--- src/rtl/fp_sched_pkg.sv ---
// Shared types and constants for the FP32 adder scheduler.
package fp_sched_pkg;

  localparam int unsigned NUM_STAGES = 5;

  localparam int unsigned STG_MASK  = 0;
  localparam int unsigned STG_ALIGN = 1;
  localparam int unsigned STG_ALU   = 2;
  localparam int unsigned STG_NORM  = 3;
  localparam int unsigned STG_PACK  = 4;

  typedef enum logic [2:0] {
    IDLE,
    MASK,
    ALIGN,
    ALU,
    NORM,
    PACK,
    RESP
  } schedStateT;

  // IDLE and RESP map to no active stage.
  function automatic logic [NUM_STAGES-1:0] stageEnable(input schedStateT st);
    logic [NUM_STAGES-1:0] en;
    en = '0;
    case (st)
      MASK:    en[STG_MASK]  = 1'b1;
      ALIGN:   en[STG_ALIGN] = 1'b1;
      ALU:     en[STG_ALU]   = 1'b1;
      NORM:    en[STG_NORM]  = 1'b1;
      PACK:    en[STG_PACK]  = 1'b1;
      default: en = '0;
    endcase
    return en;
  endfunction

endpackage

--- src/rtl/rr_arbiter2.sv ---
// Two-way round-robin grant; the caller updates its last-grant pointer when grantValid is used.
module rr_arbiter2 (
  input  logic [1:0] reqValid,
  input  logic       lastGrant,
  output logic       grantValid,
  output logic       grantId
);

  always_comb begin
    grantValid = |reqValid;
    grantId    = 1'b0;
    if (&reqValid) begin
      grantId = ~lastGrant;
    end else begin
      grantId = reqValid[1];
    end
  end

endmodule

--- src/rtl/fp_add_scheduler.sv ---
// Shares one five-stage FP32 adder datapath between two requesters, round-robin,
// returning each sum on a valid/ready response channel tagged with the requester id.
module fp_add_scheduler #(
  parameter int unsigned CNT_W   = 16,
  parameter logic        RR_INIT = 1'b1
) (
  input  logic             clk,
  input  logic             reset,
  input  logic             req0_valid,
  input  logic [31:0]      req0_a,
  input  logic [31:0]      req0_b,
  output logic             req0_ready,
  input  logic             req1_valid,
  input  logic [31:0]      req1_a,
  input  logic [31:0]      req1_b,
  output logic             req1_ready,
  output logic [31:0]      dp_a,
  output logic [31:0]      dp_b,
  output logic [4:0]       dp_stage_en,
  input  logic [31:0]      dp_result,
  output logic             rsp_valid,
  input  logic             rsp_ready,
  output logic [31:0]      rsp_result,
  output logic             rsp_id,
  output logic             busy,
  output logic [CNT_W-1:0] ops_done
);

  import fp_sched_pkg::*;

  schedStateT stateQ, stateD;
  logic       lastGrantQ;
  logic       grantValid;
  logic       grantId;
  logic       accept;

  rr_arbiter2 uArb (
    .reqValid  ({req1_valid, req0_valid}),
    .lastGrant (lastGrantQ),
    .grantValid(grantValid),
    .grantId   (grantId)
  );

  always_comb begin
    stateD = stateQ;
    accept = 1'b0;
    unique case (stateQ)
      IDLE: begin
        if (grantValid) begin
          accept = 1'b1;
          stateD = MASK;
        end
      end
      MASK:  stateD = ALIGN;
      ALIGN: stateD = ALU;
      ALU:   stateD = NORM;
      NORM:  stateD = PACK;
      PACK:  stateD = RESP;
      RESP: begin
        if (rsp_ready) stateD = IDLE;
      end
      default: stateD = IDLE;
    endcase
  end

  assign req0_ready  = accept & ~grantId;
  assign req1_ready  = accept & grantId;
  assign busy        = (stateQ != IDLE);
  assign dp_stage_en = stageEnable(stateQ);

  always_ff @(posedge clk) begin
    if (reset) begin
      stateQ     <= IDLE;
      lastGrantQ <= RR_INIT;
      dp_a       <= '0;
      dp_b       <= '0;
      rsp_valid  <= 1'b0;
      rsp_result <= '0;
      rsp_id     <= 1'b0;
      ops_done   <= '0;
    end else begin
      stateQ <= stateD;
      if (accept) begin
        dp_a       <= grantId ? req1_a : req0_a;
        dp_b       <= grantId ? req1_b : req0_b;
        rsp_id     <= grantId;
        lastGrantQ <= grantId;
      end
      // The datapath result is only meaningful while the pack stage is enabled.
      if (stateQ == PACK) begin
        rsp_result <= dp_result;
        rsp_valid  <= 1'b1;
      end
      if ((stateQ == RESP) && rsp_ready) begin
        rsp_valid <= 1'b0;
        if (ops_done != {CNT_W{1'b1}}) ops_done <= ops_done + CNT_W'(1);
      end
    end
  end

endmodule

--- config.mk ---
export PLATFORM = sky130hd
export DESIGN_NAME = fp_add_scheduler
export DESIGN_NICKNAME = d
export VERILOG_FILES = /design/src/rtl/fp_sched_pkg.sv /design/src/rtl/rr_arbiter2.sv /design/src/rtl/fp_add_scheduler.sv
export SDC_FILE = /design/constraint.sdc
export NUM_CORES = 1
export LEC_CHECK = 0
export CORE_ASPECT_RATIO = 0.75
export CORE_MARGIN = 2
export CORE_UTILIZATION = 40
export DETAILED_ROUTE_END_ITERATION = 16
export HOLD_SLACK_MARGIN = 0.12
export PLACE_DENSITY = 0.89
export SLEW_MARGIN = 40
export SYNTH_ARGS = -nofsm -noshare
export SYNTH_HDL_FRONTEND = slang
export SYNTH_SLANG_ARGS = --single-unit
--- constraint.sdc ---
create_clock -name clk -period 4.3 [get_ports clk]
set_input_delay 0.86 -clock clk [delete_from_list [all_inputs] [get_ports clk]]
set_output_delay 0.86 -clock clk [all_outputs]
set_load 0.02 [all_outputs]
# After elaboration in Yosys (flattened, before gate mapping)
# Index checks and enable logic that the tools add are counted.
# W data, S select, Z words.
# word_totals
register_bits	118
input_bits	165
out_inout_bits	122
elab_cells	43
# op_classes
addsub	1
n_eq_ne	9
muxes	13
bitwise_logic	4
n_reduce_logical	8
# ops
operator	count
$mux W32	2
$pmux W3 S7	1
$add A16 B1 Y16 const B	1
$ne A16 B16 Y1 const B	1
$eq A3 B3 Y1 const B	3
$mux W1	8
$eq A3 B2 Y1 const B	2
$mux W3	2
$reduce_and A2 Y1	3
$ne A2 B2 Y1 const B	2
$reduce_or A2 Y1	2
$eq A3 B1 Y1 const B	1
$logic_not A3 Y1	1
$reduce_bool A3 Y1	1
$and A1 B1 Y1	2
$not A1 Y1	2
$logic_and A1 B1 Y1	1

# Longest topological paths before layout
# Gate-level depths: netlist of run 1.
# depth
ltp_word	4
ltp_mapped	8
ltp_nobuf	5

# Hierarchy
# From an unflattened synthesis of run 1, not the netlist that was laid out.
# hier_totals
hier_cells	563
area_unflattened_um2	5019.8
# by_module_without_submodules
mod	instances	cells_per_inst	area_each_um2	seq_area_each_um2
fp_add_scheduler	1	561	5006.1	2362.3
rr_arbiter2	1	2	13.8	0.0

# Least setup slack after synthesis of run 1
# OpenSTA, ideal clock, no wires.
# synth_path
path_type	input to output
startpoint	input req1_valid
endpoint	output req0_ready
arrival_time_ns	1.441
t_required_ns	3.440
slack_ns	1.999
stages	3
path_buffers	1
cell_sequence	nand2b_1 and3_1 clkbuf_1
# synth_between
elab_chain_len	4
word_cells_on_any_way	7
cone_classes	mux (3); bitwise (2); reduce/logical (2)
# synth_lines
item	line_no	text
start: declaration	fp_add_scheduler.sv:13	input logic req1_valid,
$reduce_or A2 Y1 or $reduce_and A2 Y1 (tied branches)	rr_arbiter2.sv:10, rr_arbiter2.sv:12	
$mux W1 (on tied branches)	fp_add_scheduler.sv:49, rr_arbiter2.sv:12	
$mux W1 or $not A1 Y1 (tied branches)	fp_add_scheduler.sv:47, fp_add_scheduler.sv:66	
$and A1 B1 Y1 (*)	fp_add_scheduler.sv:66	assign req0_ready = accept & ~grantId;
end: declaration	fp_add_scheduler.sv:12	output logic req0_ready,
# Mark *: on every way between the ends. The rest lies on a longest branch, timed or not.

# Final worst setup path of run 1
# Ends and elaborated chain as after synthesis.

==> run summary, run 1 <==
Hold Path Class - reg2reg
Routed vias - 5222
FF+latch count, synth - 118
Antenna violations before repair - 0
Setup Crit Path Kind - in2out
Clk buf depth - 2
Post-route cell area - 8010 µm²
Pin count of the biggest net entering global routing - 122
Peak supply drop - 266 µV
Ys Warns - 0
Placed Area - 7440 µm²
Root buffer cell - clkbuf_16
Post-route DRC violation count - 0
First-pass GRT wire length - 25000 µm
RSZ-0062 raised after global routing - false
Num CTS Buffers - 17
Reg2reg start - stateQ[2]
Mapped cell area - 4570 µm²
Cell Pwr Density - 399 nW/µm²
CTS H-tree lvls - 4
Pre-antenna DRT Iters - 11
GPL Wtd Cong - 0.846
Post-route ant nets - 0
Core Util, Final - 72.6%
Final wirelength - 17100 µm
Most frequent cells in the layout - clkdlybuf4s50_1 (285), dfxtp_1 (118), nor2_1 (76), nand2_1 (70), a222oi_1 (64)
Number of global-route vias before repair - 5043
Clock-pin slew on the worst setup and hold paths - 0.05 ns
Clock Skew - 0.00685 ns
Endpoints failing setup - 0
Die X - 127 µm
Max-slew violations - 0
Skew-Pair Late Insertion Delay - 0.40 ns
Crit path time final - 3.18 ns
Top Family by Delay on Critical Path - buffers and inverters
Clock Sinks - 118
Distinct cells, synth - 41
Nets - 926
DR iter-0 viols - 519
Synth-to-layout area growth - 75.3%
Synth Flop Type - dfxtp_1
HP Start - rsp_result[13]
GRT overflow - 0
Die ar. - 12300 µm²
CTS tree - built
Antenna Cells - 0
CP bufs+invs - 2
Floorplan core area - 11000 µm²
Slowest cell on crit path - clkdlybuf4s50_1
WL/cell - 18.8 µm
Commonest non-fill, non-tap cell in the layout - clkdlybuf4s50_1
Critical path endpoint category - output pin
Avg Vias per Cell - 5.73
Fin Setup TNS - 0 ns
Period Utilization, post-route - 73.9%
Status - completed
Slew HR - 47.8%
Pleak - 2.89 nW
Worst Tran Pin Value - 0.782 ns
Port Buf Inserts - 286
Cells after synthesis - 497
Starting density of the core - 41.4%
Post-synth EDFFs - 0
GRT Util Overall - 25.8%
Post-synthesis area per instance - 9.19 µm²
Fmax - 315 MHz
Most used cell along the critical path - clkdlybuf4s50_1
Critical path, cell by cell - clkdlybuf4s50_1 -> nand2b_1 -> and3_2 -> clkdlybuf4s50_1
Largest fanout on the critical path - 4
Post-synthesis sequential area ratio - 51.7%
Mapped Nets - 663
Post-DP HPWL - 12000 µm
Crit path DAT - 2.32 ns
Cts repair resizes - 0
IO Pins - 287
Die Y - 96.5 µm
CP startpoint kind - primary input
Site row count - 33
Layout cells sized above 1 - 5.96%
Req. time, crit path - 3.44 ns
Final hold vios - 0
Crit path largest cell delay - 0.63 ns
Share of synthesized registers carrying an async set or reset - 0%
Postcts setup bufs - 0
Hold-fix buffers at CTS - 0
# Max-Cap Violations - 0
CP startpoint - req1_valid
-- through the flow --
| step | setup slack, ns | power [W] | hold slack (ns) | instances |
|---|---|---|---|---|
| 4_1_cts | 1.12 | 0.00322 | 0.456 | 912 |
| 5_1_grt | 1.06 | 0.00332 | 0.481 | 912 |
| 6_report | 1.12 | 0.00320 | 0.453 | 912 |
| 3_3_place_gp | 1.14 | 0.00184 | 0.441 | 881 |
| 3_5_place_dp | 1.15 | 0.00186 | 0.449 | 881 |
| 2_1_floorplan | 2.00 | 0.00152 | 0.450 | 497 |
-- kinds of logic (layout without fill, tap and decap cells) --
group	after synthesis	count (layout)	synth area share [%]
compound gates	126	126	21.5
fa+ha+maj	1	1	0.274
buf+inv	51	326	5.40
flops	118	118	51.7
mux	3	3	0.712
simple gates	198	198	20.4
-- cell usage after synthesis, types with 2 or more instances --
library cell    n  area, µm²
inv_1           3       11.3
clkbuf_1       23       86.3
nor2b_1         2       12.5
a211oi_1        3       22.5
nor2_1         76        285
and4_1          2       17.5
buf_4           5       37.5
nand3_1         7       35.0
nand4_1         5       31.3
nand2b_1        5       31.3
a21oi_1        45        225
a222oi_1       64        641
nor3_1          4       20.0
buf_6           2       22.5
or3_1           5       31.3
o31ai_1         4       30.0
or4_1           3       22.5
nor4_4          2       42.5
and2_1          2       12.5
o21ai_0         6       30.0
buf_2          17       85.1
nand2_1        70        263
mux2_2          2       22.5
and3_1          6       37.5
dfxtp_1       118       2360
-- final cells by class --
class,instances,area (µm²)
Fill cell,770,3020
Timing Repair Buffer,291,2920
Sequential cell,118,2360
Multi-Input combinational cell,328,1970
Clock buffer,21,460
Tap cell,140,175
Clock inverter,10,105
Inverter,4,15.0
-- report_power, final --
group / switching, W / internal, W / leakage, nW / total, W
Clock: 0.000477 / 0.000873 / 0.278 / 0.00135
Combinational: 0.000300 / 0.000339 / 1.65 / 0.000639
Sequential: 0.0000447 / 0.00117 / 0.962 / 0.00121
Total: 0.000821 / 0.00238 / 2.89 / 0.00320
-- path summary, 6_finish.rpt --
kind / end / slack, ns / cells past startpoint
min: rsp_result[13] / 0.45 / 2
min reg2reg: rsp_result[13] / 0.45 / 2
max: req0_ready / 1.12 / 4
max reg2reg: dp_a[29] / 2.07 / 5
-- worst reg2reg max path: cells and delay by family, from the launching register on --
family / cells / cell delay (ns)
simple gates: 3 / 0.87
flops: 1 / 0.41
compound gates: 1 / 0.31
buf+inv: 1 / 0.56
-- layer usage --
metal / vias to the layer above / global-route usage, % / routed length, µm
li1: 2384 / - / -
met1: 2510 / 27.5 / 6290
met2: 284 / 46.9 / 8870
met3: 44 / 9.91 / 1530
met4: 0 / 10.2 / 460
met5: - / 0 / 0
-- registers in the layout, indices dropped and copies added (netlist names) --
signal      count
rsp_id          1
ops_done       16
dp_a           32
rsp_result     32
rsp_valid       1
dp_b           32
lastGrantQ      1
stateQ          3
(Power assumes the default switching activity.)
==> inputs of run 2 (changes only) <==
- CORE_UTILIZATION: 40 -> 33
- PLACE_DENSITY: 0.89 -> 0.78
- clock period: 4.3 -> 2.66 ns (I/O delays scaled with it)
==> run summary, run 2 (same netlist as run 1, synthesis figures left out) <==
Clock Sinks - 118
Starting density of the core - 33.6%
Critical path, cell by cell - nand2b_1 -> or2_2 -> clkinv_1 -> clkdlybuf4s50_1
Fmax - 391 MHz
Critical path endpoint category - output pin
Synth-to-layout area growth - 77.5%
DR iter-0 viols - 583
Site row count - 37
RSZ-0062 raised after global routing - false
WL/cell - 17.4 µm
Status - completed
Number of global-route vias before repair - 5119
Postcts setup bufs - 0
Peak supply drop - 429 µV
Most frequent cells in the layout - clkdlybuf4s50_1 (285), dfxtp_1 (118), nor2_1 (76), nand2_1 (70), a222oi_1 (64)
Avg Vias per Cell - 5.35
CP startpoint kind - flip-flop
Post-route DRC violation count - 0
Worst Tran Pin Value - 0.678 ns
Setup Crit Path Kind - reg2out
Pleak - 2.91 nW
Hold Path Class - reg2reg
Largest registers - dp_a x32, dp_b x32, rsp_result x32
CTS H-tree lvls - 4
IO Pins - 287
GRT overflow - 0
Die ar. - 14800 µm²
Routed vias - 5113
Final wirelength - 16600 µm
Clk buf depth - 2
Cts repair resizes - 0
Slew HR - 54.8%
Crit path largest cell delay - 0.63 ns
Nets - 933
Post-DP HPWL - 11600 µm
Layout cells sized above 1 - 6.92%
Period Utilization, post-route - 96.1%
Antenna Cells - 0
Clock-pin slew on the worst setup and hold paths - 0.05 ns
First-pass GRT wire length - 25700 µm
Crit path DAT - 2.02 ns
Cell Pwr Density - 635 nW/µm²
Post-route ant nets - 0
Largest fanout on the critical path - 10
Max-slew violations - 0
Antenna violations before repair - 0
Crit path time final - 2.56 ns
Slowest cell on crit path - clkdlybuf4s50_1
GRT Util Overall - 21.9%
GPL Wtd Cong - 0.865
Pin count of the biggest net entering global routing - 67
Req. time, crit path - 2.13 ns
Commonest non-fill, non-tap cell in the layout - clkdlybuf4s50_1
Floorplan core area - 13600 µm²
Clock Skew - 0.00662 ns
Core Util, Final - 59.5%
Skew-Pair Late Insertion Delay - 0.41 ns
Filler cell count - 1131
CTS tree - built
Num CTS Buffers - 17
Endpoints failing setup - 0
Fin Setup TNS - 0 ns
Final hold vios - 0
Port Buf Inserts - 286
Die X - 140 µm
Die Y - 106 µm
# Max-Cap Violations - 0
Pre-antenna DRT Iters - 9
Hold-fix buffers at CTS - 0
Root buffer cell - clkbuf_16
## run 2: changes by cell type in the layout (fill, tap and decap cells not counted)
cell	previous run	this run
clkinv_2	6	3
buf_12	1	2
clkinvlp_4	2	5
buf_4	4	11
bufinv_16	2	1
clkbuf_8	3	2
inv_6	0	2
## run 2: worst paths after layout
kind	start	to	slack (ns)	depth (start not counted)
worst max-delay path	stateQ[0]	dp_stage_en[4]	0.10	4
worst min-delay path	rsp_result[25]	rsp_result[25]	0.45	2
worst max register to register	stateQ[0]	dp_b[12]	0.63	6
worst min register to register	rsp_result[25]	rsp_result[25]	0.45	2
## run 2: layer usage
layer  global-route usage, %  vias up  share of wire (%)  wire length, µm
met5                       0        -                  0                0
met4                    7.93        0                1.9              314
met3                    7.54       26                9.1             1510
met2                    38.1      261                 50             8340
met1                    25.0     2427                 39             6470
li1                        -     2399                  -                -
## run 2: where the power goes
group	internal, W	switching (W)
Clock	0.00133	0.000817
Sequential	0.00188	0.0000721
Combinational	0.000558	0.000483
Total	0.00377	0.00137
## run 2: area by class of cell
cell class	count	area [µm²]	area share (%)
Sequential cell	118	2360	29.1
Timing Repair Buffer	298	2980	36.7
Inverter	4	15.0	0.185
Clock inverter	11	100	1.24
Clock buffer	21	460	5.68
Tap cell	175	219	2.70
Multi-Input combinational cell	328	1970	24.3
## run 2: stage by stage
step / total power (W) / hold slack (ns) / setup slack, ns / cells / instance area, µm²
after global routing: 0.00535 / 0.477 / 0.00374 / 955 / 8100
after global placement: 0.00300 / 0.443 / 0.220 / 923 / 7540
after detailed placement: 0.00303 / 0.450 / 0.215 / 923 / 7540
final: 0.00514 / 0.455 / 0.105 / 955 / 8100
after floorplan: 0.00245 / 0.450 / 0.891 / 497 / 4570
after CTS: 0.00519 / 0.457 / 0.0815 / 955 / 8100
## run 2: critical path: cells and delay by family (launching register included)
kind          cells  cell delay (ns)
flops             1             0.48
simple gates      2             0.43
buf+inv           2             0.70
